**config.mk**
```make
export PLATFORM = sky130hd
export DESIGN_NAME = avalon_st_pkt_fifo_flat
export DESIGN_NICKNAME = d
export VERILOG_FILES = /design/src/rtl/avalon_st_pkg.sv /design/src/rtl/avalon_st_pkt_fifo_if.sv /design/src/rtl/avalon_st_fifo_mem.sv /design/src/rtl/avalon_st_pkt_fifo.sv /design/src/flat_wrapper.sv
export SDC_FILE = /design/constraint.sdc
export NUM_CORES = 1
export LEC_CHECK = 0
export CORE_ASPECT_RATIO = 0.9
export CORE_UTILIZATION = 45
export CTS_BUF_LIST = sky130_fd_sc_hd__clkbuf_8
export DETAILED_ROUTE_END_ITERATION = 10
export GPL_TIMING_DRIVEN = 0
export PLACE_DENSITY = 0.7
export SETUP_SLACK_MARGIN = 0.15
export SLEW_MARGIN = 0
export SYNTH_ARGS = -nofsm -noshare
export SYNTH_HDL_FRONTEND = slang
export SYNTH_SLANG_ARGS = --single-unit
export TNS_END_PERCENT = 5
```
**constraint.sdc**
```tcl
create_clock -name clk -period 5.04 [get_ports clk]
set_clock_uncertainty 0.15 [all_clocks]
set_input_delay 1.008 -clock clk [delete_from_list [all_inputs] [get_ports clk]]
set_output_delay 1.008 -clock clk [all_outputs]
set_load 0.005 [all_outputs]
```
**src/rtl/avalon_st_pkg.sv**
```systemverilog
// Shared types and default widths for the Avalon-ST packet FIFO.
package avalon_st_pkg;

    localparam int unsigned DEF_DATA_WIDTH    = 32;
    localparam int unsigned DEF_DEPTH         = 16;
    localparam int unsigned DEF_CHANNEL_WIDTH = 2;

    typedef struct packed {
        logic [DEF_DATA_WIDTH-1:0]    data;
        logic                         sop;
        logic                         eop;
        logic [DEF_CHANNEL_WIDTH-1:0] channel;
    } beat_t;

    typedef enum logic {
        TRK_IDLE   = 1'b0,
        TRK_IN_PKT = 1'b1
    } trk_state_t;

    function automatic int unsigned beat_bits(input int unsigned dw, input int unsigned cw);
        return dw + cw + 2;
    endfunction

endpackage

```
**src/rtl/avalon_st_pkt_fifo_if.sv**
```systemverilog
// One Avalon-ST link; master drives the beat, slave drives ready.
interface avalon_st_pkt_fifo_if
    import avalon_st_pkg::*;
#(
    parameter int unsigned DATA_WIDTH    = DEF_DATA_WIDTH,
    parameter int unsigned CHANNEL_WIDTH = DEF_CHANNEL_WIDTH
);
    logic                     valid;
    logic                     ready;
    logic [DATA_WIDTH-1:0]    data;
    logic                     sop;
    logic                     eop;
    logic [CHANNEL_WIDTH-1:0] channel;

    modport master (output valid, output data, output sop, output eop, output channel, input ready);
    modport slave  (input valid, input data, input sop, input eop, input channel, output ready);

endinterface

```
**src/rtl/avalon_st_fifo_mem.sv**
```systemverilog
// Simple dual-port beat store: synchronous write, combinational read, no reset.
module avalon_st_fifo_mem
    import avalon_st_pkg::*;
#(
    parameter int unsigned WIDTH = beat_bits(DEF_DATA_WIDTH, DEF_CHANNEL_WIDTH),
    parameter int unsigned DEPTH = DEF_DEPTH
) (
    input  logic                     clk,
    input  logic                     i_wr_en,
    input  logic [$clog2(DEPTH)-1:0] i_wr_addr,
    input  logic [WIDTH-1:0]         i_wr_data,
    input  logic [$clog2(DEPTH)-1:0] i_rd_addr,
    output logic [WIDTH-1:0]         o_rd_data
);

    logic [WIDTH-1:0] r_mem [DEPTH];

    always_ff @(posedge clk) begin
        if (i_wr_en) begin
            r_mem[i_wr_addr] <= i_wr_data;
        end
    end

    assign o_rd_data = r_mem[i_rd_addr];

endmodule

```
**src/rtl/avalon_st_pkt_fifo.sv**
```systemverilog
// Avalon-ST packet FIFO with optional store-and-forward release and a sticky
// sink-side packet protocol checker.
module avalon_st_pkt_fifo
    import avalon_st_pkg::*;
#(
    parameter int unsigned DATA_WIDTH    = DEF_DATA_WIDTH,
    parameter int unsigned DEPTH         = DEF_DEPTH,
    parameter int unsigned CHANNEL_WIDTH = DEF_CHANNEL_WIDTH,
    parameter int unsigned STORE_FWD     = 0
) (
    input  logic                    clk,
    input  logic                    reset,
    avalon_st_pkt_fifo_if.slave     in_st,
    avalon_st_pkt_fifo_if.master    out_st,
    output logic [$clog2(DEPTH):0]  fill_level,
    output logic                    proto_err
);

    localparam int unsigned AW = $clog2(DEPTH);
    localparam int unsigned PW = AW + 1;
    localparam int unsigned BW = beat_bits(DATA_WIDTH, CHANNEL_WIDTH);
    localparam logic [PW-1:0] FULL_LVL = PW'(DEPTH);

    typedef struct packed {
        logic [DATA_WIDTH-1:0]    data;
        logic                     sop;
        logic                     eop;
        logic [CHANNEL_WIDTH-1:0] channel;
    } beat_p_t;

    logic [PW-1:0]            r_wr_ptr;
    logic [PW-1:0]            r_rd_ptr;
    logic [PW-1:0]            w_fill;
    logic                     w_full;
    logic                     w_empty;
    logic                     w_wr;
    logic                     w_rd;
    logic                     w_release;
    beat_p_t                  w_wr_beat;
    beat_p_t                  w_rd_beat;
    trk_state_t               r_trk_state;
    trk_state_t               w_trk_next;
    logic [CHANNEL_WIDTH-1:0] r_pkt_chan;
    logic [CHANNEL_WIDTH-1:0] w_pkt_chan_next;
    logic                     r_proto_err;
    logic                     w_viol;

    // Extra pointer MSB tells full from empty, so the level is a plain difference.
    assign w_fill  = r_wr_ptr - r_rd_ptr;
    assign w_full  = (w_fill == FULL_LVL);
    assign w_empty = (w_fill == '0);
    assign w_wr    = in_st.valid && in_st.ready;
    assign w_rd    = out_st.valid && out_st.ready;

    assign in_st.ready = !reset && !w_full;
    assign fill_level  = w_fill;
    assign proto_err   = r_proto_err;

    assign w_wr_beat = '{data: in_st.data, sop: in_st.sop, eop: in_st.eop, channel: in_st.channel};

    always_ff @(posedge clk or posedge reset) begin
        if (reset) begin
            r_wr_ptr <= '0;
            r_rd_ptr <= '0;
        end else begin
            if (w_wr) r_wr_ptr <= r_wr_ptr + PW'(1);
            if (w_rd) r_rd_ptr <= r_rd_ptr + PW'(1);
        end
    end

    avalon_st_fifo_mem #(
        .WIDTH (BW),
        .DEPTH (DEPTH)
    ) u_mem (
        .clk       (clk),
        .i_wr_en   (w_wr),
        .i_wr_addr (r_wr_ptr[AW-1:0]),
        .i_wr_data (w_wr_beat),
        .i_rd_addr (r_rd_ptr[AW-1:0]),
        .o_rd_data (w_rd_beat)
    );

    assign out_st.valid   = !w_empty && w_release;
    assign out_st.data    = w_rd_beat.data;
    assign out_st.sop     = w_rd_beat.sop;
    assign out_st.eop     = w_rd_beat.eop;
    assign out_st.channel = w_rd_beat.channel;

    generate
        if (STORE_FWD != 0) begin : g_sf
            logic [PW-1:0] r_pkt_count;
            logic          w_wr_eop;
            logic          w_rd_eop;

            assign w_wr_eop = w_wr && in_st.eop;
            assign w_rd_eop = w_rd && w_rd_beat.eop;

            always_ff @(posedge clk or posedge reset) begin
                if (reset) begin
                    r_pkt_count <= '0;
                end else begin
                    case ({w_wr_eop, w_rd_eop})
                        2'b10:   r_pkt_count <= r_pkt_count + PW'(1);
                        2'b01:   r_pkt_count <= r_pkt_count - PW'(1);
                        default: r_pkt_count <= r_pkt_count;
                    endcase
                end
            end

            // A full FIFO releases a partial packet so oversize packets cannot deadlock.
            assign w_release = (r_pkt_count != '0) || w_full;
        end else begin : g_ct
            assign w_release = 1'b1;
        end
    endgenerate

    always_comb begin
        w_trk_next      = r_trk_state;
        w_pkt_chan_next = r_pkt_chan;
        w_viol          = 1'b0;
        if (w_wr) begin
            case (r_trk_state)
                TRK_IDLE: begin
                    w_viol = !in_st.sop;
                    if (in_st.sop && !in_st.eop) begin
                        w_trk_next      = TRK_IN_PKT;
                        w_pkt_chan_next = in_st.channel;
                    end
                end
                TRK_IN_PKT: begin
                    w_viol = in_st.sop || (in_st.channel != r_pkt_chan);
                    if (in_st.eop) w_trk_next = TRK_IDLE;
                end
            endcase
        end
    end

    always_ff @(posedge clk or posedge reset) begin
        if (reset) begin
            r_trk_state <= TRK_IDLE;
            r_pkt_chan  <= '0;
            r_proto_err <= 1'b0;
        end else begin
            r_trk_state <= w_trk_next;
            r_pkt_chan  <= w_pkt_chan_next;
            if (w_viol) r_proto_err <= 1'b1;
        end
    end

endmodule

```
**src/flat_wrapper.sv**
```systemverilog
// flat-port wrapper written by rule: the top's interface ports become plain ports
module avalon_st_pkt_fifo_flat import avalon_st_pkg::*;
#(
    parameter int unsigned DATA_WIDTH    = DEF_DATA_WIDTH,
    parameter int unsigned DEPTH         = DEF_DEPTH,
    parameter int unsigned CHANNEL_WIDTH = DEF_CHANNEL_WIDTH,
    parameter int unsigned STORE_FWD     = 0
)
  (clk, reset, fill_level, proto_err, in_st_valid, in_st_data, in_st_sop, in_st_eop, in_st_channel, in_st_ready, out_st_valid, out_st_data, out_st_sop, out_st_eop, out_st_channel, out_st_ready);
  avalon_st_pkt_fifo_if #(.DATA_WIDTH(DATA_WIDTH), .CHANNEL_WIDTH(CHANNEL_WIDTH)) in_st_i ();
  avalon_st_pkt_fifo_if #(.DATA_WIDTH(DATA_WIDTH), .CHANNEL_WIDTH(CHANNEL_WIDTH)) out_st_i ();
  input  logic clk;
  input  logic reset;
  output logic [$clog2(DEPTH):0] fill_level;
  output logic proto_err;
  input wire logic [$bits(in_st_i.valid)-1:0] in_st_valid;
  input wire logic [$bits(in_st_i.data)-1:0] in_st_data;
  input wire logic [$bits(in_st_i.sop)-1:0] in_st_sop;
  input wire logic [$bits(in_st_i.eop)-1:0] in_st_eop;
  input wire logic [$bits(in_st_i.channel)-1:0] in_st_channel;
  output wire logic [$bits(in_st_i.ready)-1:0] in_st_ready;
  output wire logic [$bits(out_st_i.valid)-1:0] out_st_valid;
  output wire logic [$bits(out_st_i.data)-1:0] out_st_data;
  output wire logic [$bits(out_st_i.sop)-1:0] out_st_sop;
  output wire logic [$bits(out_st_i.eop)-1:0] out_st_eop;
  output wire logic [$bits(out_st_i.channel)-1:0] out_st_channel;
  input wire logic [$bits(out_st_i.ready)-1:0] out_st_ready;
  assign in_st_i.valid = in_st_valid;
  assign in_st_i.data = in_st_data;
  assign in_st_i.sop = in_st_sop;
  assign in_st_i.eop = in_st_eop;
  assign in_st_i.channel = in_st_channel;
  assign in_st_ready = in_st_i.ready;
  assign out_st_valid = out_st_i.valid;
  assign out_st_data = out_st_i.data;
  assign out_st_sop = out_st_i.sop;
  assign out_st_eop = out_st_i.eop;
  assign out_st_channel = out_st_i.channel;
  assign out_st_i.ready = out_st_ready;
  avalon_st_pkt_fifo #(.DATA_WIDTH(DATA_WIDTH), .DEPTH(DEPTH), .CHANNEL_WIDTH(CHANNEL_WIDTH), .STORE_FWD(STORE_FWD)) u_core (.clk(clk), .reset(reset), .in_st(in_st_i), .out_st(out_st_i), .fill_level(fill_level), .proto_err(proto_err));
endmodule
```
==> flow_summary.toml <==
[cells_and_area]
areaGrowthSynthToFinish_pct = 15.9
fin_area_sq_um = 26500
layout_commonest_cell = "edfxtp_1"
fillers = 3899
drive_gt1_share_pct = 23.4
final_util_pct = 53.3
final_nets = 1335
layout_common_cells = "edfxtp_1 (576), nand2_1 (148), mux4_2 (144)"

[timing]
min_period_over_period_pct = 94.4
max_freq_mhz = 210
tightest_slew_ns = 0.848
fin_tns_setup_ns = 0
period_needed_ns = 4.76
whs_ns = 0.346
slew_viol_final = 0
slew_headroom_pct = 43.5
grt_setup_unrepaired = "no"
hold_viol = 0
setup_violations = 0

[drt]
wl_per_cell_microns = 24.4
top_layer_used = "met4"
ant_nets = 0
vias_per_cell = 5.62
dr.first_iter.drc_count = 1040
vias = 11400
routed_wl_microns = 49300
route.met2.wl_microns = 23300
drtPass1Iterations = 5
wl_met1_microns = 21500
wl_met3_microns = 3510
drc = 0

[cts]
cts_htree_levels = 3
numCtsBuffers = 90
path_clk_slew_ns = 0.06
holdBufCountCts = 0
cts_sinks = 590
root_buffer = "clkbuf_8"
clockBufferDepth = 3
cts_tree = "yes"
clk_latency_ns = 0.63

[pwr]
ir_drop_mv = 0.508
pwr-share-comb_pct = 34.2
p_leak_nw = 8.67
pwr-share-seq_pct = 41.1
power_density_nw_per_um2 = 535
power_frac_clock_pct = 24.8
internal_power_mw = 9.79
power_switching_mw = 4.38
switching_share_pct = 30.9

[floorplanning]
core_sq_um = 49600
die_area_sq_um = 51600
die-width_microns = 239
io_pins = 84
dieHeight_microns = 216
fp-row-count = 77
start_util_pct = 46.0

[synth]
ys.warnings.count = 0
syn_nets = 1143
synthXorXnorAreaFrac_pct = 0.499
yosys.area_share.adder_pct = 0.581
synth_top_area_cell = "edfxtp_1"
synth_top_area_share_pct = 75.8
async_reset_ff_share_pct = 2.37
synth_compound_gate_area_share_pct = 1.30
synth_edf_count = 576
yosys.area_share.simple_pct = 4.55
synth_area_per_cell_sq_um = 20.9
ys_types = 37
ys.flop_type = "edfxtp_1"
ys_seq_area_share_pct = 77.3
synth_top_family_by_area = "multiplexers"
synth_mux_area_share_pct = 14.4
synth_area_sq_um = 22800
yosys-top-cells-area = "edfxtp_1 (76%), mux4_2 (14%), nand2_1 (2.4%)"
ys_seq_elements = 590
syn_inst = 1093

[critical_path]
cp-end-kind = "primary output"
reg2reg_depth = 11
worstReg2RegEnd = "u_core.u_mem.r_mem[10][17]$_DFFE_PP_"
worstPathArrival_ns = 3.60
worstSetupStartpoint = "u_core.r_rd_ptr[3]$_DFFE_PP0P_"
crit_path_end = "out_st_valid"
cp.required_ns = 3.88
crit_type = "register to primary output"
r2r-start = "u_core.r_rd_ptr[3]$_DFFE_PP0P_"
r2r_setup_slack_ns = 0.87
cp_max_fo = 10
crit_path_start_kind = "register"

[placement]
port-buffer-count = 83
hpwlAfterDp_microns = 31200
gp_congestion = 0.739
placed_cell_area_sq_um = 24900

[grt]
antenna_found_initial = 1
grt_pass1_vias = 11900
grt-ovfl-total = 0
grt_usage_pct = 19.7
grt_pass1_wl_microns = 74400
grt_max_degree = 27

[min_path]
hp-class = "register to register"

[run_status]
status = "finished, final reports clean"

[run]
max-cap-violations = 0
==> area by class of cell <==
class | instances | area (sq um) | area share, %
Clock inverter | 61 | 269 | 1.02
Timing Repair Buffer | 101 | 1180 | 4.46
Multi-Input combinational cell | 440 | 4900 | 18.5
Inverter | 8 | 32.5 | 0.123
Antenna cell | 1 | 2.50 | 0.00946
Buffer | 54 | 298 | 1.13
Sequential cell | 590 | 17600 | 66.7
Clock buffer | 94 | 1290 | 4.89
Tap cell | 671 | 840 | 3.17
==> per-layer routing <==
layer / GRT usage [%] / up-vias
li1: - / 4862
met1: 28.7 / 5955
met4: 5.75 / 0
met2: 30.3 / 461
met5: 0 / -
met3: 4.22 / 78
==> repair_timing <==
action                                  in CTS  in global routing
endpoints found under the setup margin      20                  2
pin swaps                                    1                  0
gates resized for setup                      6                  8
setup buffers                                1                  0
hold endpoints to repair                     0                  0
==> worst min-delay path by stage <==
stage | slack [ns] | depth (start not counted) | end | startpoint
floorplan | 0.31 | 1 | u_core.r_wr_ptr[4]$_DFFE_PP0P_ | u_core.r_wr_ptr[4]$_DFFE_PP0P_
global placement | 0.31 | 1 | u_core.proto_err$_DFFE_PP0P_ | u_core.proto_err$_DFFE_PP0P_
detailed placement | 0.33 | 1 | u_core.r_rd_ptr[4]$_DFFE_PP0P_ | u_core.r_rd_ptr[4]$_DFFE_PP0P_
CTS | 0.35 | 1 | u_core.r_rd_ptr[4]$_DFFE_PP0P_ | u_core.r_rd_ptr[4]$_DFFE_PP0P_
global route | 0.36 | 1 | u_core.proto_err$_DFFE_PP0P_ | u_core.proto_err$_DFFE_PP0P_
finish | 0.35 | 1 | u_core.proto_err$_DFFE_PP0P_ | u_core.proto_err$_DFFE_PP0P_
==> sequential cells by signal (all words and copies together) (netlist names) <==
signal,cells
u_core.proto_err,1
u_core.r_pkt_chan,2
u_core.r_rd_ptr,5
u_core.r_trk_state,1
u_core.r_wr_ptr,5
u_core.u_mem.r_mem,576
==> cell usage after synthesis (all sizes together), types with 5 or more instances <==
cell and instances:
ha 9, and3 51, buf 32, mux4 144, xor2 6, a31oi 36
inv 8, nand3 5, edfxtp 576, xnor2 7, clkbuf 23, dfrtp 14
nand2 148
==> power by group through the flow <==
stage               sequential [mW]  clock, mW  combinational [mW]
global route                   5.84       3.77                5.22
CTS                            5.81       3.58                4.92
detailed placement             5.92          0                4.88
floorplan                      5.88          0                2.91
finish                         5.82       3.51                4.84
global placement               5.92          0                4.76
==> critical path, stage by stage, from the launching register on <==
cell             delay, ns
dfrtp_1               0.39
inv_1                 0.37
clkbuf_2              0.38
ha_1                  0.36
a21oi_1               0.23
and3_1                0.31
a2bb2o_1              0.30
clkbuf_2              0.16
clkdlybuf4s50_1       0.47
==> metrics by stage <==
step	setup WS, ns	std cells	power, mW
floorplan	0.929	1093	8.79
global placement	-1.44	1847	10.7
detailed placement	0.0970	1864	10.8
CTS	0.0276	2019	14.3
global route	0.154	2019	14.8
finish	0.284	2020	14.2
==> cells by family (layout without fill, tap and decap cells) <==
kind of cell	count (synthesis)	in the layout
muxes	148	148
buffers and inverters	63	318
AOI/OAI and AO/OA	44	44
adders and majority gates	10	10
DFF	590	590
xor gates and xnor gates	13	13
other	0	1
and+or+nand+nor	225	225
Note: power is estimated with default switching activity, not from simulation.
